$ cat config.mk
export PLATFORM = sky130hd
export DESIGN_NAME = mems_dac_spi_flat
export DESIGN_NICKNAME = d
export VERILOG_FILES = /design/src/rtl/mems_dac_spi_if.sv /design/src/rtl/mems_dac_spi.sv /design/src/flat_wrapper.sv
export SDC_FILE = /design/constraint.sdc
export NUM_CORES = 1
export LEC_CHECK = 0
export CAP_MARGIN = 30
export CELL_PAD_IN_SITES_DETAIL_PLACEMENT = 1
export CELL_PAD_IN_SITES_GLOBAL_PLACEMENT = 1
export CORE_MARGIN = 10
export CORE_UTILIZATION = 38
export CTS_CLUSTER_SIZE = 8
export DETAILED_ROUTE_END_ITERATION = 7
export GPL_TIMING_DRIVEN = 0
export PLACE_DENSITY_LB_ADDON = 0.1
export SYNTH_ARGS = -nofsm -noshare
export SYNTH_HDL_FRONTEND = slang
export SYNTH_SLANG_ARGS = --single-unit
$ cat constraint.sdc
create_clock -name clk -period 2.6 [get_ports clk]
set_input_delay 0.78 -clock clk [delete_from_list [all_inputs] [get_ports clk]]
set_output_delay 0.78 -clock clk [all_outputs]
set_load 0.02 [all_outputs]
$ cat src/rtl/mems_dac_spi_if.sv
// Sequencer, pattern-ROM and DAC pins of mems_dac_spi, grouped for port connection.
// The dac_ldac_n pin exists only when MEMS_SPI_LDAC_EN is defined.
interface mems_dac_spi_if ();
    logic        start;
    logic [15:0] addr;
    logic        busy;
    logic        done;
    logic [15:0] rom_addr;
    logic [23:0] rom_data;
    logic        dac_sclk;
    logic        dac_mosi;
    logic        dac_sync_n;
`ifdef MEMS_SPI_LDAC_EN
    logic        dac_ldac_n;

    modport slave (
        input  start, addr, rom_data,
        output busy, done, rom_addr, dac_sclk, dac_mosi, dac_sync_n, dac_ldac_n
    );

    modport master (
        output start, addr, rom_data,
        input  busy, done, rom_addr, dac_sclk, dac_mosi, dac_sync_n, dac_ldac_n
    );
`else
    modport slave (
        input  start, addr, rom_data,
        output busy, done, rom_addr, dac_sclk, dac_mosi, dac_sync_n
    );

    modport master (
        output start, addr, rom_data,
        input  busy, done, rom_addr, dac_sclk, dac_mosi, dac_sync_n
    );
`endif
endinterface

$ cat src/rtl/mems_dac_spi.sv
// Fetches one 24-bit word from a synchronous pattern ROM and shifts it MSB-first to a SPI DAC.
// Define MEMS_SPI_LDAC_EN to add an LDAC strobe state and the dac_ldac_n pin after each frame.
module mems_dac_spi #(
    parameter int unsigned CLK_DIV = 4
) (
    input  logic          clk,
    input  logic          rst_n,
    mems_dac_spi_if.slave bus
);

    localparam logic [7:0] DivLast  = 8'(CLK_DIV - 1);
    localparam logic [4:0] LastFall = 5'd24;

`ifdef MEMS_SPI_LDAC_EN
    typedef enum logic [2:0] {StIdle, StFetch, StLoad, StShift, StGap, StLdac} state_e;
`else
    typedef enum logic [2:0] {StIdle, StFetch, StLoad, StShift, StGap} state_e;
`endif

    state_e      r_state;
    state_e      w_state_nxt;

    logic        r_busy,     w_busy_nxt;
    logic        r_done,     w_done_nxt;
    logic [15:0] r_rom_addr, w_rom_addr_nxt;
    logic        r_sclk,     w_sclk_nxt;
    logic        r_mosi,     w_mosi_nxt;
    logic        r_sync_n,   w_sync_n_nxt;
    logic [23:0] r_shift,    w_shift_nxt;
    logic [4:0]  r_bit_cnt,  w_bit_cnt_nxt;
    logic [7:0]  r_div_cnt,  w_div_cnt_nxt;
`ifdef MEMS_SPI_LDAC_EN
    logic        r_ldac_n,   w_ldac_n_nxt;
`endif

    logic        w_div_end;
    logic        w_shift_exit;

    assign w_div_end = (r_div_cnt == DivLast);
    // Frame ends at the close of the low half-period after the 24th falling edge.
    assign w_shift_exit = w_div_end && !r_sclk && (r_bit_cnt == LastFall);

    always_ff @(posedge clk) begin
        if (!rst_n) begin
            r_state <= StIdle;
        end else begin
            r_state <= w_state_nxt;
        end
    end

    always_comb begin
        w_state_nxt = r_state;
        case (r_state)
            StIdle:  if (bus.start) w_state_nxt = StFetch;
            StFetch: w_state_nxt = StLoad;
            StLoad:  w_state_nxt = StShift;
            StShift: if (w_shift_exit) w_state_nxt = StGap;
`ifdef MEMS_SPI_LDAC_EN
            StGap:   if (w_div_end) w_state_nxt = StLdac;
            StLdac:  if (w_div_end) w_state_nxt = StIdle;
`else
            StGap:   if (w_div_end) w_state_nxt = StIdle;
`endif
            default: w_state_nxt = StIdle;
        endcase
    end

    always_comb begin
        w_busy_nxt     = r_busy;
        w_done_nxt     = 1'b0;
        w_rom_addr_nxt = r_rom_addr;
        w_sclk_nxt     = r_sclk;
        w_mosi_nxt     = r_mosi;
        w_sync_n_nxt   = r_sync_n;
        w_shift_nxt    = r_shift;
        w_bit_cnt_nxt  = r_bit_cnt;
        w_div_cnt_nxt  = r_div_cnt;
`ifdef MEMS_SPI_LDAC_EN
        w_ldac_n_nxt   = 1'b1;
`endif
        case (r_state)
            StIdle: begin
                if (bus.start) begin
                    w_rom_addr_nxt = bus.addr;
                    w_busy_nxt     = 1'b1;
                end
            end
            StLoad: begin
                w_shift_nxt   = bus.rom_data;
                w_mosi_nxt    = bus.rom_data[23];
                w_sclk_nxt    = 1'b1;
                w_sync_n_nxt  = 1'b0;
                w_bit_cnt_nxt = '0;
                w_div_cnt_nxt = '0;
            end
            StShift: begin
                w_div_cnt_nxt = w_div_end ? 8'd0 : r_div_cnt + 8'd1;
                if (w_div_end) begin
                    if (r_sclk) begin
                        w_sclk_nxt    = 1'b0;
                        w_bit_cnt_nxt = r_bit_cnt + 5'd1;
                    end else if (r_bit_cnt == LastFall) begin
                        w_sclk_nxt   = 1'b1;
                        w_sync_n_nxt = 1'b1;
                    end else begin
                        // Next bit goes out with the rising edge, stable across the falling one.
                        w_sclk_nxt  = 1'b1;
                        w_shift_nxt = {r_shift[22:0], 1'b0};
                        w_mosi_nxt  = r_shift[22];
                    end
                end
            end
            StGap: begin
                w_div_cnt_nxt = w_div_end ? 8'd0 : r_div_cnt + 8'd1;
                if (w_div_end) begin
`ifdef MEMS_SPI_LDAC_EN
                    w_ldac_n_nxt = 1'b0;
`else
                    w_busy_nxt   = 1'b0;
                    w_done_nxt   = 1'b1;
`endif
                end
            end
`ifdef MEMS_SPI_LDAC_EN
            StLdac: begin
                w_div_cnt_nxt = w_div_end ? 8'd0 : r_div_cnt + 8'd1;
                if (w_div_end) begin
                    w_busy_nxt = 1'b0;
                    w_done_nxt = 1'b1;
                end else begin
                    w_ldac_n_nxt = 1'b0;
                end
            end
`endif
            default: ;
        endcase
    end

    always_ff @(posedge clk) begin
        if (!rst_n) begin
            r_busy     <= 1'b0;
            r_done     <= 1'b0;
            r_rom_addr <= '0;
            r_sclk     <= 1'b1;
            r_mosi     <= 1'b0;
            r_sync_n   <= 1'b1;
            r_shift    <= '0;
            r_bit_cnt  <= '0;
            r_div_cnt  <= '0;
`ifdef MEMS_SPI_LDAC_EN
            r_ldac_n   <= 1'b1;
`endif
        end else begin
            r_busy     <= w_busy_nxt;
            r_done     <= w_done_nxt;
            r_rom_addr <= w_rom_addr_nxt;
            r_sclk     <= w_sclk_nxt;
            r_mosi     <= w_mosi_nxt;
            r_sync_n   <= w_sync_n_nxt;
            r_shift    <= w_shift_nxt;
            r_bit_cnt  <= w_bit_cnt_nxt;
            r_div_cnt  <= w_div_cnt_nxt;
`ifdef MEMS_SPI_LDAC_EN
            r_ldac_n   <= w_ldac_n_nxt;
`endif
        end
    end

    assign bus.busy       = r_busy;
    assign bus.done       = r_done;
    assign bus.rom_addr   = r_rom_addr;
    assign bus.dac_sclk   = r_sclk;
    assign bus.dac_mosi   = r_mosi;
    assign bus.dac_sync_n = r_sync_n;
`ifdef MEMS_SPI_LDAC_EN
    assign bus.dac_ldac_n = r_ldac_n;
`endif

endmodule

$ cat src/flat_wrapper.sv
// flat-port wrapper written by rule: the top's interface ports become plain ports
module mems_dac_spi_flat 
#(
    parameter int unsigned CLK_DIV = 4
)
  (clk, rst_n, bus_start, bus_addr, bus_rom_data, bus_busy, bus_done, bus_rom_addr, bus_dac_sclk, bus_dac_mosi, bus_dac_sync_n);
  mems_dac_spi_if bus_i ();
  input  logic clk;
  input  logic rst_n;
  input wire logic [$bits(bus_i.start)-1:0] bus_start;
  input wire logic [$bits(bus_i.addr)-1:0] bus_addr;
  input wire logic [$bits(bus_i.rom_data)-1:0] bus_rom_data;
  output wire logic [$bits(bus_i.busy)-1:0] bus_busy;
  output wire logic [$bits(bus_i.done)-1:0] bus_done;
  output wire logic [$bits(bus_i.rom_addr)-1:0] bus_rom_addr;
  output wire logic [$bits(bus_i.dac_sclk)-1:0] bus_dac_sclk;
  output wire logic [$bits(bus_i.dac_mosi)-1:0] bus_dac_mosi;
  output wire logic [$bits(bus_i.dac_sync_n)-1:0] bus_dac_sync_n;
  assign bus_i.start = bus_start;
  assign bus_i.addr = bus_addr;
  assign bus_i.rom_data = bus_rom_data;
  assign bus_busy = bus_i.busy;
  assign bus_done = bus_i.done;
  assign bus_rom_addr = bus_i.rom_addr;
  assign bus_dac_sclk = bus_i.dac_sclk;
  assign bus_dac_mosi = bus_i.dac_mosi;
  assign bus_dac_sync_n = bus_i.dac_sync_n;
  mems_dac_spi #(.CLK_DIV(CLK_DIV)) u_core (.clk(clk), .rst_n(rst_n), .bus(bus_i));
endmodule
==> impl_metrics.yaml <==
run_status:
  status: "completed"
sta:
  fin_crit_sh_pct: 94.1
  finalSetupViolCount: 0
  finClkSkew_ns: 0.00432
  slew_violations: 0
  rsz0062_at_grt: "no"
  period_needed_ns: 2.45
  slew_headroom_pct: 52.0
  fmax_mhz: 409
  hold_slack_ns: 0.453
  finalHoldViolCount: 0
  timing.final.ws_setup_ns: 0.154
  tightest_slew_ns: 0.720
pwr:
  vdd.ir_drop.worst_uv: 240
  p_per_area_mw_per_mm2: 628
  p_leak_nw: 1.36
  clock_power_share_pct: 33.8
  seq_power_share_pct: 42.3
  power_switching_share_pct: 28.6
  combPwrFrac_pct: 24.0
  power_switching_mw: 0.702
  power.internal_mw: 1.75
  p_total_mw: 2.45
layout:
  finalNetCount: 429
  drive_gt1_share_pct: 17.9
  num-fill-cells: 878
  diodes: 0
  area_delta_synth_final_pct: 31.7
  postLayoutCoreUtil_pct: 51.0
  fin_cells: 488
critical_path:
  cp_num_buf_inv: 2
  worstSetupPathType: "reg -> reg"
  worst-path-stages: 7
  worst_setup_path_start_kind: "flop"
  cpPeakStageDelay_ns: 0.55
  crit_path_end_kind: "flop"
  worstPathCellList: "ha_1, or4b_4, o41ai_4, and2_1, buf_6, buf_12, a211oi_2"
  cp.required_ns: 2.80
  path_delay_family: "simple AND/OR/NAND/NOR gates"
  cp_slowest_cell: "o41ai_4"
  cp.arrival_ns: 2.64
  rr_worst_depth: 7
  crit_fanout: 10
floorplan:
  die_h_um: 108
  io_pins: 64
  start_util_pct: 38.7
  die-area_mm2: 0.0117
  rows: 32
  core_area_mm2: 0.00765
  die_x_um: 108
synth:
  synth_edf_count: 0
  synth_ff_type: "dfxtp_1"
  yosys.cell_types.count: 48
  yosysTopAreaCellShare_pct: 40.6
  ys_seq_elements: 60
  syn_area_mm2: 0.00296
  avgSynthCellArea_um2: 9.55
  yosysSeqAreaShare_pct: 40.6
  synth_async_sr_flop_share_pct: 0
  syn_inst: 310
  yosysTopAreaCell: "dfxtp_1"
  syn-num-nets: 356
  synthTopCellsByArea: "dfxtp_1 41%, a211oi_2 8.5%, mux2i_1 8.5%, a21oi_2 5.9%, nand2_1 5.1%"
  ys.warnings.count: 0
grt:
  track_usage_pct: 14.4
  antenna_found_initial: 0
  met3_usage_pct: 6.60
  grt_max_degree: 11
  use_met1_pct: 16.0
  grt_util_met2_pct: 23.2
  grt_pass1_wl_um: 13500
  grt_overflow: 0
  top_usage_layer: "met2"
  grt_pass1_vias: 2756
clock_tree:
  h-tree-depth: 3
  clk_pin_slew_ns: 0.06
  cts.repair.resized: 0
  cts_tree: "yes"
  ctsHoldBuffers: 0
  post_cts_buffers: 0
  cts_root_buf: "clkbuf_8"
  cts-buffers-inserted: 9
  clock_path_buffers: 2
  clock-sinks: 60
  clk_latency_ns: 0.34
drt:
  vias: 2552
  drt_iter0_drc: 70
  wirelength_um: 8210
  route.detailed.drc: 0
  wl_per_cell_um: 16.8
  antenna_left: 0
  via_per_inst: 5.23
  drtPass1Iterations: 4
place:
  placed_cells: 474
  gp_routability_congestion: 0.786
  hpwlAfterDp_um: 6120
  io_buffers: 62
  place_ws_ns: -0.109
min_path:
  hold_path_class: "reg -> reg"
  holdPathStages: 2
flow_run:
  drv_cap: 0
-- Yosys cell counts (5+ instances only) --
cell / instances
dfxtp_1: 60
nand2_1: 40
a21oi_1: 25
mux2i_1: 25
a211oi_2: 20
a21oi_2: 20
clkbuf_1: 13
nor2_1: 13
o21ai_0: 9
inv_1: 5
nand3_1: 5
nor3_1: 5
-- metal layers --
layer | up-vias | wire length (um)
met1 | 1217 | 3590
met3 | 11 | 685
met5 | - | 0
met2 | 55 | 3800
met4 | 0 | 139
li1 | 1269 | -
-- power by group through the flow --
stage	logic, mW	clock network [mW]	registers, mW
floorplan	0.369	0	1.08
global placement	0.585	0	1.05
detailed placement	0.594	0	1.06
CTS	0.599	0.860	1.04
global route	0.642	0.892	1.04
finish	0.587	0.828	1.04
-- state kept, by name, indices dropped and copies added, names as in the netlist --
| signal | cells |
|---|---|
| u_core.r_div_cnt | 8 |
| u_core.r_shift | 23 |
| u_core.bus.dac_sync_n | 1 |
| u_core.bus.dac_mosi | 1 |
| u_core.bus.rom_addr | 16 |
| u_core.bus.dac_sclk | 1 |
| u_core.bus.done | 1 |
| u_core.bus.busy | 1 |
| u_core.r_state | 3 |
| u_core.r_bit_cnt | 5 |
-- layout by cell type, fill, tap and decap left out, types with 2 or more instances in the layout --
cell / n
and4b_1: 2
nor2_1: 13
clkdlybuf4s50_1: 62
o21a_1: 2
nor4b_2: 2
buf_2: 4
nand4_1: 4
o21ai_0: 9
xor2_1: 2
inv_1: 5
clkbuf_1: 14
nor3_1: 5
dfxtp_1: 60
nor3b_1: 2
nand3b_1: 2
a211oi_2: 20
buf_6: 3
a31oi_1: 4
a21oi_2: 20
nor2b_1: 2
nand2_1: 40
clkbuf_8: 11
nand3_1: 5
buf_12: 2
nor4_1: 4
a22oi_1: 2
and2_1: 3
ha_1: 3
a211oi_1: 4
mux2i_1: 25
a21oi_1: 25
or3_1: 3
o211ai_1: 3
-- worst register-to-register path, stage by stage, from the launching register on --
cell	delay [ns]
dfxtp_1	0.40
ha_1	0.26
or4b_4	0.53
o41ai_4	0.55
and2_1	0.21
buf_6	0.13
buf_12	0.14
a211oi_2	0.07
-- metrics by stage --
stage | TNS (ns) | instance area (um2)
6_report | 0 | 3900
5_1_grt | 0 | 3900
4_1_cts | 0 | 3900
3_5_place_dp | -0.765 | 3710
3_3_place_gp | -0.386 | 3710
2_1_floorplan | 0 | 2960
-- cells by family after synthesis --
logic type | synth area share [%]
adders and majority gates | 1.27
AOI/OAI and AO/OA | 26.6
DFF | 40.6
and+or+nand+nor | 16.1
buffers and inverters | 5.71
xor gates and xnor gates | 0.888
muxes | 8.83
-- cell type report --
cell class                 instances  area (um2)  share of cell area (%)
timing repair buffer              62         621                    15.9
multi-input combinational        221        1590                    40.8
tap                              102         128                    3.27
inverter                           6        22.5                   0.578
buffer                            23         146                    3.75
sequential                        60        1200                    30.8
clock buffer                      12         155                    3.98
clock inverter                     2        35.0                   0.899
-- path summary, 6_finish.rpt --
kind | to | startpoint | slack, ns
setup / recovery | u_core.r_shift[21] | u_core.r_div_cnt[1] | 0.15
hold / removal | u_core.bus.rom_addr[14] | u_core.bus.rom_addr[14] | 0.45
setup reg to reg | u_core.r_shift[21] | u_core.r_div_cnt[1] | 0.15
hold reg to reg | u_core.bus.rom_addr[14] | u_core.bus.rom_addr[14] | 0.45
Note: power is estimated with default switching activity, not from simulation.
